===== src/rtl/eth_axi_pkg.sv =====
// ---------------------------------------------------------------------------
// eth_axi_pkg
// Shared types for the AXI Ethernet Lite transaction serializer:
//   - write/read FSM state encodings
//   - AXI response codes
//   - default AXI4 request/response structs (4-bit ID, 32-bit addr/data)
// No ports (package).
// ---------------------------------------------------------------------------
package eth_axi_pkg;

    localparam int unsigned ID_W   = 4;
    localparam int unsigned ADDR_W = 32;
    localparam int unsigned DATA_W = 32;
    localparam int unsigned USER_W = 1;

    typedef enum logic [1:0] {W_IDLE, W_DATA, W_RESP} wr_state_e;
    typedef enum logic       {R_IDLE, R_BUSY}         rd_state_e;

    localparam logic [1:0] RESP_OKAY   = 2'b00;
    localparam logic [1:0] RESP_SLVERR = 2'b10;

    typedef struct packed {
        logic [ID_W-1:0]   id;
        logic [ADDR_W-1:0] addr;
        logic [7:0]        len;
        logic [2:0]        size;
        logic [1:0]        burst;
        logic [2:0]        prot;
        logic [USER_W-1:0] user;
    } eth_ax_chan_t;

    typedef struct packed {
        logic [DATA_W-1:0]   data;
        logic [DATA_W/8-1:0] strb;
        logic                last;
        logic [USER_W-1:0]   user;
    } eth_w_chan_t;

    typedef struct packed {
        logic [ID_W-1:0]   id;
        logic [1:0]        resp;
        logic [USER_W-1:0] user;
    } eth_b_chan_t;

    typedef struct packed {
        logic [ID_W-1:0]   id;
        logic [DATA_W-1:0] data;
        logic [1:0]        resp;
        logic              last;
        logic [USER_W-1:0] user;
    } eth_r_chan_t;

    typedef struct packed {
        eth_ax_chan_t aw;
        logic         aw_valid;
        eth_w_chan_t  w;
        logic         w_valid;
        logic         b_ready;
        eth_ax_chan_t ar;
        logic         ar_valid;
        logic         r_ready;
    } eth_axi_req_t;

    typedef struct packed {
        logic        aw_ready;
        logic        ar_ready;
        logic        w_ready;
        logic        b_valid;
        eth_b_chan_t b;
        logic        r_valid;
        eth_r_chan_t r;
    } eth_axi_rsp_t;

endpackage


===== src/rtl/eth_axi_txn_serializer_watchdog.sv =====
// ---------------------------------------------------------------------------
// eth_axi_watchdog
// Per-direction hang detector. The counter clears when a transaction starts
// or makes progress, and counts while the transaction is active. `fire` is
// a single-cycle pulse when the count reaches Limit-1 without progress; the
// owning FSM aborts on it, which drops `active` and ends the pulse.
// Ports:
//   clk_i, rst_i  clock, synchronous active-high reset
//   start         transaction accepted this cycle
//   active        transaction waiting on the IP
//   progress      handshake on the awaited channel this cycle
//   fire          timeout pulse
// ---------------------------------------------------------------------------
module eth_axi_watchdog #(
    parameter int unsigned Limit = 1024
) (
    input  logic clk_i,
    input  logic rst_i,
    input  logic start,
    input  logic active,
    input  logic progress,
    output logic fire
);

    localparam int unsigned CntW = (Limit > 2) ? $clog2(Limit) : 1;
    localparam logic [CntW-1:0] LastCount = CntW'(Limit - 1);

    logic [CntW-1:0] count_reg;

    always_ff @(posedge clk_i) begin
        if (rst_i || start || progress) begin
            count_reg <= '0;
        end else if (active && (count_reg != LastCount)) begin
            count_reg <= count_reg + 1'b1;
        end
    end

    assign fire = active && !progress && !start && (count_reg == LastCount);

endmodule


===== src/rtl/eth_axi_txn_serializer.sv =====
// ---------------------------------------------------------------------------
// eth_axi_txn_serializer
// AXI4 stage in front of the Xilinx AXI Ethernet Lite slave. Allows one
// write and one read in flight (independently), latches AW/AR IDs and
// echoes them on B/R, forces IDs toward the IP to 0, zeroes user fields
// toward the SoC and masks addresses into the IP window.
// Optional watchdog (macro ETH_AXI_TIMEOUT_EN): hung transactions are
// completed with SLVERR and late IP responses are drained.
// Ports:
//   clk_i, rst_i   clock, synchronous active-high reset
//   slv_req_i/o    request from / response to the CDC
//   mst_req_o/i    request to / response from the Ethernet IP
//   wr_busy_o      write in flight
//   rd_busy_o      read in flight
//   timeout_o      one-cycle watchdog pulse (0 without the macro)
// ---------------------------------------------------------------------------
module eth_axi_txn_serializer
    import eth_axi_pkg::*;
#(
    parameter type         axi_req_t     = eth_axi_req_t,
    parameter type         axi_rsp_t     = eth_axi_rsp_t,
    parameter int unsigned IdWidth       = 4,
    parameter logic [31:0] AddrMask      = 32'h0000_1FFF,
    parameter int unsigned TimeoutCycles = 1024
) (
    input  logic     clk_i,
    input  logic     rst_i,
    input  axi_req_t slv_req_i,
    output axi_rsp_t slv_rsp_o,
    output axi_req_t mst_req_o,
    input  axi_rsp_t mst_rsp_i,
    output logic     wr_busy_o,
    output logic     rd_busy_o,
    output logic     timeout_o
);

    wr_state_e            wr_state_reg;
    rd_state_e            rd_state_reg;
    logic [IdWidth-1:0]   wr_id_reg, rd_id_reg;
    logic                 b_held_reg;      // B captured from the IP (early or forced error)
    logic [1:0]           b_resp_reg;
    logic                 wr_sink_reg;     // aborted write: swallow remaining W beats
    logic                 wr_drain_reg;    // aborted write: IP still owes a B
    logic                 rd_abort_reg;    // aborted read: emit synthetic SLVERR beat
    logic                 rd_drain_reg;    // aborted read: IP may still send R beats
    logic                 wr_fire, rd_fire;
    logic                 aw_hs, w_hs, slv_b_hs, mst_b_hs, ar_hs, slv_r_hs, mst_r_hs;

    always_comb begin
        mst_req_o          = slv_req_i;
        mst_req_o.aw.id    = '0;
        mst_req_o.aw.addr  = slv_req_i.aw.addr & AddrMask;
        mst_req_o.ar.id    = '0;
        mst_req_o.ar.addr  = slv_req_i.ar.addr & AddrMask;
        mst_req_o.aw_valid = (wr_state_reg == W_IDLE) && slv_req_i.aw_valid;
        mst_req_o.w_valid  = (wr_state_reg == W_DATA) && !wr_sink_reg && slv_req_i.w_valid;
        // Early B is taken while data is still flowing; the pass-through
        // path is used only when nothing is held.
        mst_req_o.b_ready  = wr_drain_reg
                          || ((wr_state_reg == W_DATA) && !b_held_reg)
                          || ((wr_state_reg == W_RESP) && !b_held_reg && slv_req_i.b_ready);
        mst_req_o.ar_valid = (rd_state_reg == R_IDLE) && slv_req_i.ar_valid;
        mst_req_o.r_ready  = rd_drain_reg
                          || ((rd_state_reg == R_BUSY) && !rd_abort_reg && slv_req_i.r_ready);

        slv_rsp_o          = '0;
        slv_rsp_o.aw_ready = (wr_state_reg == W_IDLE) && mst_rsp_i.aw_ready;
        slv_rsp_o.w_ready  = (wr_state_reg == W_DATA) && (wr_sink_reg || mst_rsp_i.w_ready);
        slv_rsp_o.b_valid  = (wr_state_reg == W_RESP)
                          && (b_held_reg || (mst_rsp_i.b_valid && !wr_drain_reg));
        slv_rsp_o.b.id     = wr_id_reg;
        slv_rsp_o.b.resp   = b_held_reg ? b_resp_reg : mst_rsp_i.b.resp;
        slv_rsp_o.ar_ready = (rd_state_reg == R_IDLE) && mst_rsp_i.ar_ready;
        slv_rsp_o.r_valid  = (rd_state_reg == R_BUSY)
                          && (rd_abort_reg || (mst_rsp_i.r_valid && !rd_drain_reg));
        slv_rsp_o.r.id     = rd_id_reg;
        slv_rsp_o.r.data   = rd_abort_reg ? '0 : mst_rsp_i.r.data;
        slv_rsp_o.r.resp   = rd_abort_reg ? RESP_SLVERR : mst_rsp_i.r.resp;
        slv_rsp_o.r.last   = rd_abort_reg || mst_rsp_i.r.last;
    end

    assign aw_hs    = slv_req_i.aw_valid && slv_rsp_o.aw_ready;
    assign w_hs     = slv_req_i.w_valid  && slv_rsp_o.w_ready;
    assign slv_b_hs = slv_rsp_o.b_valid  && slv_req_i.b_ready;
    assign mst_b_hs = mst_rsp_i.b_valid  && mst_req_o.b_ready;
    assign ar_hs    = slv_req_i.ar_valid && slv_rsp_o.ar_ready;
    assign slv_r_hs = slv_rsp_o.r_valid  && slv_req_i.r_ready;
    assign mst_r_hs = mst_rsp_i.r_valid  && mst_req_o.r_ready;

    always_ff @(posedge clk_i) begin
        if (rst_i) begin
            wr_state_reg <= W_IDLE;
            wr_id_reg    <= '0;
            b_held_reg   <= 1'b0;
            b_resp_reg   <= RESP_OKAY;
            wr_sink_reg  <= 1'b0;
            wr_drain_reg <= 1'b0;
        end else begin
            if (wr_drain_reg && mst_b_hs) wr_drain_reg <= 1'b0;
            case (wr_state_reg)
                W_IDLE: if (aw_hs) begin
                    wr_id_reg    <= slv_req_i.aw.id;
                    wr_state_reg <= W_DATA;
                end
                W_DATA: begin
                    if (mst_b_hs && !wr_drain_reg) begin
                        b_held_reg <= 1'b1;
                        b_resp_reg <= mst_rsp_i.b.resp;
                    end
                    if (wr_fire) begin
                        wr_sink_reg  <= 1'b1;
                        b_held_reg   <= 1'b1;
                        b_resp_reg   <= RESP_SLVERR;
                        wr_drain_reg <= !(b_held_reg || (mst_b_hs && !wr_drain_reg));
                    end
                    if (w_hs && slv_req_i.w.last) wr_state_reg <= W_RESP;
                end
                W_RESP: begin
                    if (wr_fire) begin
                        b_held_reg   <= 1'b1;
                        b_resp_reg   <= RESP_SLVERR;
                        wr_drain_reg <= 1'b1;
                    end
                    if (slv_b_hs) begin
                        wr_state_reg <= W_IDLE;
                        b_held_reg   <= 1'b0;
                        wr_sink_reg  <= 1'b0;
                    end
                end
                default: wr_state_reg <= W_IDLE;
            endcase
        end
    end

    always_ff @(posedge clk_i) begin
        if (rst_i) begin
            rd_state_reg <= R_IDLE;
            rd_id_reg    <= '0;
            rd_abort_reg <= 1'b0;
            rd_drain_reg <= 1'b0;
        end else begin
            if (rd_drain_reg && mst_r_hs && mst_rsp_i.r.last) rd_drain_reg <= 1'b0;
            case (rd_state_reg)
                R_IDLE: if (ar_hs) begin
                    rd_id_reg    <= slv_req_i.ar.id;
                    rd_state_reg <= R_BUSY;
                end
                R_BUSY: begin
                    if (rd_fire) begin
                        rd_abort_reg <= 1'b1;
                        rd_drain_reg <= 1'b1;
                    end
                    if (slv_r_hs && slv_rsp_o.r.last) begin
                        rd_state_reg <= R_IDLE;
                        rd_abort_reg <= 1'b0;
                    end
                end
                default: rd_state_reg <= R_IDLE;
            endcase
        end
    end

`ifdef ETH_AXI_TIMEOUT_EN
    logic wr_wd_active, rd_wd_active;
    assign wr_wd_active = ((wr_state_reg == W_DATA) && !wr_sink_reg)
                       || ((wr_state_reg == W_RESP) && !b_held_reg);
    assign rd_wd_active = (rd_state_reg == R_BUSY) && !rd_abort_reg;

    eth_axi_watchdog #(.Limit(TimeoutCycles)) u_wr_wd (
        .clk_i    (clk_i),
        .rst_i    (rst_i),
        .start    (aw_hs),
        .active   (wr_wd_active),
        .progress (w_hs || mst_b_hs),
        .fire     (wr_fire)
    );

    eth_axi_watchdog #(.Limit(TimeoutCycles)) u_rd_wd (
        .clk_i    (clk_i),
        .rst_i    (rst_i),
        .start    (ar_hs),
        .active   (rd_wd_active),
        .progress (slv_r_hs),
        .fire     (rd_fire)
    );

    assign timeout_o = wr_fire || rd_fire;
`else
    logic unused_cfg;
    assign unused_cfg = (TimeoutCycles >= 2);
    assign wr_fire    = 1'b0;
    assign rd_fire    = 1'b0;
    assign timeout_o  = 1'b0;
`endif

    assign wr_busy_o = (wr_state_reg != W_IDLE);
    assign rd_busy_o = (rd_state_reg != R_IDLE);

    // The IP's ID and user fields carry no meaning here.
    logic unused_rsp;
    assign unused_rsp = ^{mst_rsp_i.b.id, mst_rsp_i.b.user, mst_rsp_i.r.id, mst_rsp_i.r.user};

endmodule


===== config.mk =====
export PLATFORM = sky130hd
export DESIGN_NAME = eth_axi_txn_serializer
export DESIGN_NICKNAME = d
export VERILOG_FILES = /design/src/rtl/eth_axi_pkg.sv /design/src/rtl/eth_axi_txn_serializer_watchdog.sv /design/src/rtl/eth_axi_txn_serializer.sv
export SDC_FILE = /design/constraint.sdc
export NUM_CORES = 1
export LEC_CHECK = 0
export BUFFER_PORTS_ARGS = -buffer_cell sky130_fd_sc_hd__buf_2
export CORE_AREA = 2 2 160 162
export CTS_BUF_LIST = sky130_fd_sc_hd__clkbuf_4 sky130_fd_sc_hd__clkbuf_8
export CTS_CLUSTER_SIZE = 24
export DETAILED_ROUTE_END_ITERATION = 12
export DIE_AREA = 0 0 162 164
export SLEW_MARGIN = 20
export SYNTH_ARGS = -nofsm -noshare
export SYNTH_HDL_FRONTEND = slang
export SYNTH_HIERARCHICAL = 1
export SYNTH_SLANG_ARGS = --single-unit

===== constraint.sdc =====
create_clock -name clk_i -period 1.15 [get_ports clk_i]
set_input_delay 0.115 -clock clk_i [delete_from_list [all_inputs] [get_ports clk_i]]
set_output_delay 0.115 -clock clk_i [all_outputs]
set_load 0.005 [all_outputs]

==> summary.md <==
| Metric | Value |
|---|---|
| Synth Flop Type | `dfxtp_1` |
| DIE AREA | `26,600 µm²` |
| Final Core Density | `0.0736` |
| Yosys top cell area share | `0.637` |
| Fillcell total | `2,941` |
| Async S/R FF share, synth | `0` |
| Commonest cells in the netlist | `buf_4, nand2b_1, dfxtp_1, mux2i_1` |
| Final Max Tran Viols | `0` |
| GR Util All Layers | `0.0415` |
| Largest family of logic cells by synthesized area | `buffers and inverters` |
| Simple-Gate Fraction of Synth Area | `0.126` |
| Setup TNS | `-1.61 ns` |
| Clk pin slew, worst setup/hold paths | `0.07 ns` |
| Number of synthesized register bits | `14` |
| Placeable Area | `24,800 µm²` |
| CTS tree | `done` |
| Hold-fix buffers, CTS | `0` |
| Die width | `162 µm` |
| Compound-Gate Fraction of Synth Area | `0.0268` |
| Max Cap Violations | `0` |
| Sequential area share after synthesis | `0.131` |
| Routed wire length | `6160 µm` |
| Number of synthesized flops with an enable pin | `0` |
| Grt total ovfl | `0` |
| Initial antenna violation count | `0` |
| Routability cong. | `0.632` |
| Final Setup Violations | `17` |
| Synth warnings | `6` |
| CTS root buf | `clkbuf_8` |
| Number of global-route vias before repair | `1,046` |
| Outcome | `complete, but fails checks` |
| Setup crit start kind | `register` |
| Syn avg cell area | `8.03 µm²` |
| Routed met1 length | `1440 µm` |
| CP arrival | `1.21 ns` |
| First-pass GRT wire length | `7440 µm` |
| Final hold viol count | `0` |
| Chip Height | `164 µm` |
| Peak VDD IR | `0.000330 V` |
| DRT Pass-1 Iters | `4` |
| IO buf count | `47` |
| Worst setup EP type | `output port` |
| Fin crit period | `1.32 ns` |
| Clk_lat worst skew | `0.25 ns` |
| Cell with the most instances after synthesis | `buf_4` |
| Row Count | `58` |
| Layout cells sized above 1 | `0.414` |
| Worst clock skew | `0.00135 ns` |
| Routed met3 length | `1100 µm` |
| DPL Wire Length | `5140 µm` |
| Power per cell area | `772 nW/µm²` |
| Hold Path Class | `input port to register` |
| DR vias | `1,144` |
| Largest net degree at the start of global routing | `17` |
| LEAKAGE | `0.786 nW` |
| Multiplexer share of the synthesized area | `0.0572` |
| Cells after synthesis | `267` |
| Adder-cell area share of the yosys netlist | `0` |
| Cells taking the most area after synthesis | `buf_4, dfxtp_1, nand2b_1, mux2i_1, mux2_2` |
| I/O pin count | `407` |
| Max Clock Freq | `0.756 GHz` |
| Worst setup margin | `-0.173 ns` |
| Max H-tree Level | `1` |
| Area Overhead vs Synth | `-14.9%` |
| Total CTS buffers | `3` |
| Leading area contributor after synthesis | `buf_4` |
| Post-Synth XOR/XNOR Area | `0` |
| Post-DRT Antenna Nets | `0` |
| Post-route DRC violation count | `0` |
| Failing checks | `negative setup slack` |
| Clk buf depth | `2` |
| Routed WL per cell | `11.8 µm` |
| Inserted Diodes | `0` |
| Period utilization | `1.15` |
| Met2 routed WL | `2510 µm` |
| CTS sink cnt | `14` |
| Setup CP Type | `register to output port` |
| Synth unique cells | `29` |
| RSZ-0062 raised after global routing | `true` |
| Routed vias/inst | `2.20` |
| Max layer used | `met4` |
| Initial DRC count | `23` |
| Mapped Area | `2140 µm²` |
| Fin nets | `395` |
| CP Data Required Time | `1.03 ns` |
| Worst-path fanout max | `3` |
| Starting Density | `0.0864` |
-- critical path, stage by stage (launching register included) --
cell,delay [ns]
dfxtp_4,0.35
buf_4,0.14
or2_4,0.27
nor2_1,0.08
buf_2,0.11
-- per-stage QoR --
| stage | setup WS (ns) | power (mW) | cells | area (µm²) | hold WS, ns |
|---|---|---|---|---|---|
| 2_1_floorplan | 0.108 | 1.19 | 315 | 2320 | 0.269 |
| 3_3_place_gp | -0.00302 | 0.846 | 510 | 1620 | 0.230 |
| 3_5_place_dp | -0.0142 | 0.848 | 510 | 1620 | 0.230 |
| 4_1_cts | -0.202 | 1.43 | 519 | 1770 | 0.106 |
| 5_1_grt | -0.246 | 1.52 | 521 | 1830 | 0.117 |
| 6_report | -0.173 | 1.41 | 521 | 1830 | 0.117 |
-- cell families after synthesis --
family                 Yosys count
multiplexers                    12
other                            1
AO/OA/AOI/OAI                    7
flip-flops                      14
buffers and inverters          191
AND/OR/NAND/NOR                 42
-- worst paths after layout --
kind                                       from              end  slack, ns  depth (start not counted)
worst max register to register  wr_state_reg[1]  wr_state_reg[0]      -0.13                          5
worst min register to register     rd_id_reg[1]     rd_id_reg[1]       0.47                          2
worst max-delay path            wr_state_reg[1]    slv_rsp_o[51]      -0.17                          4
worst min-delay path              slv_req_i[51]     rd_id_reg[0]       0.12                          3
-- where the power goes --
| group | total (mW) | internal, mW | switching [mW] |
|---|---|---|---|
| clock network | 0.524 | 0.304 | 0.220 |
| registers | 0.529 | 0.509 | 0.0207 |
| logic | 0.356 | 0.184 | 0.172 |
-- per-layer routing --
layer  GRT usage  up-vias
li1            -      446
met1      0.0239      461
met2      0.0571      137
met3      0.0323      100
met4      0.0788        0
met5           0        -
-- timing repair --
action,4_1_cts,5_1_grt
endpoints found under the setup margin,13,18
buffers inserted,5,2
pin swaps,4,7
gates resized for setup,20,10
-- cells in the final DEF (no fill, tap or decap), drive strengths merged --
cell / synthesis / final
o2bb2ai: 1 / 1
conb: 1 / 49
nand3: 2 / 2
buf: 185 / 59
or3b: 1 / 1
mux2i: 10 / 10
and3: 3 / 3
and2: 2 / 2
o21a: 1 / 1
inv: 4 / 4
and4bb: 2 / 2
or2: 1 / 1
and3b: 1 / 1
nand2b: 21 / 21
a21oi: 1 / 1
a22o: 1 / 1
nor2b: 3 / 3
nor2: 4 / 4
dfxtp: 14 / 14
or2b: 1 / 1
clkbuf: 2 / 4
nand3b: 1 / 1
mux2: 2 / 2
o2111a: 1 / 1
a21o: 1 / 1
o32ai: 1 / 1
-- area by class of cell --
cell class | count | area [µm²] | share of cell area
clock buffers | 4 | 55.1 | 0.0302
flip-flops and latches | 14 | 293 | 0.160
multi-input cells | 110 | 678 | 0.371
inverters | 4 | 17.5 | 0.00960
repair buffers | 59 | 369 | 0.202
well taps | 330 | 413 | 0.226
(Power assumes the default switching activity.)
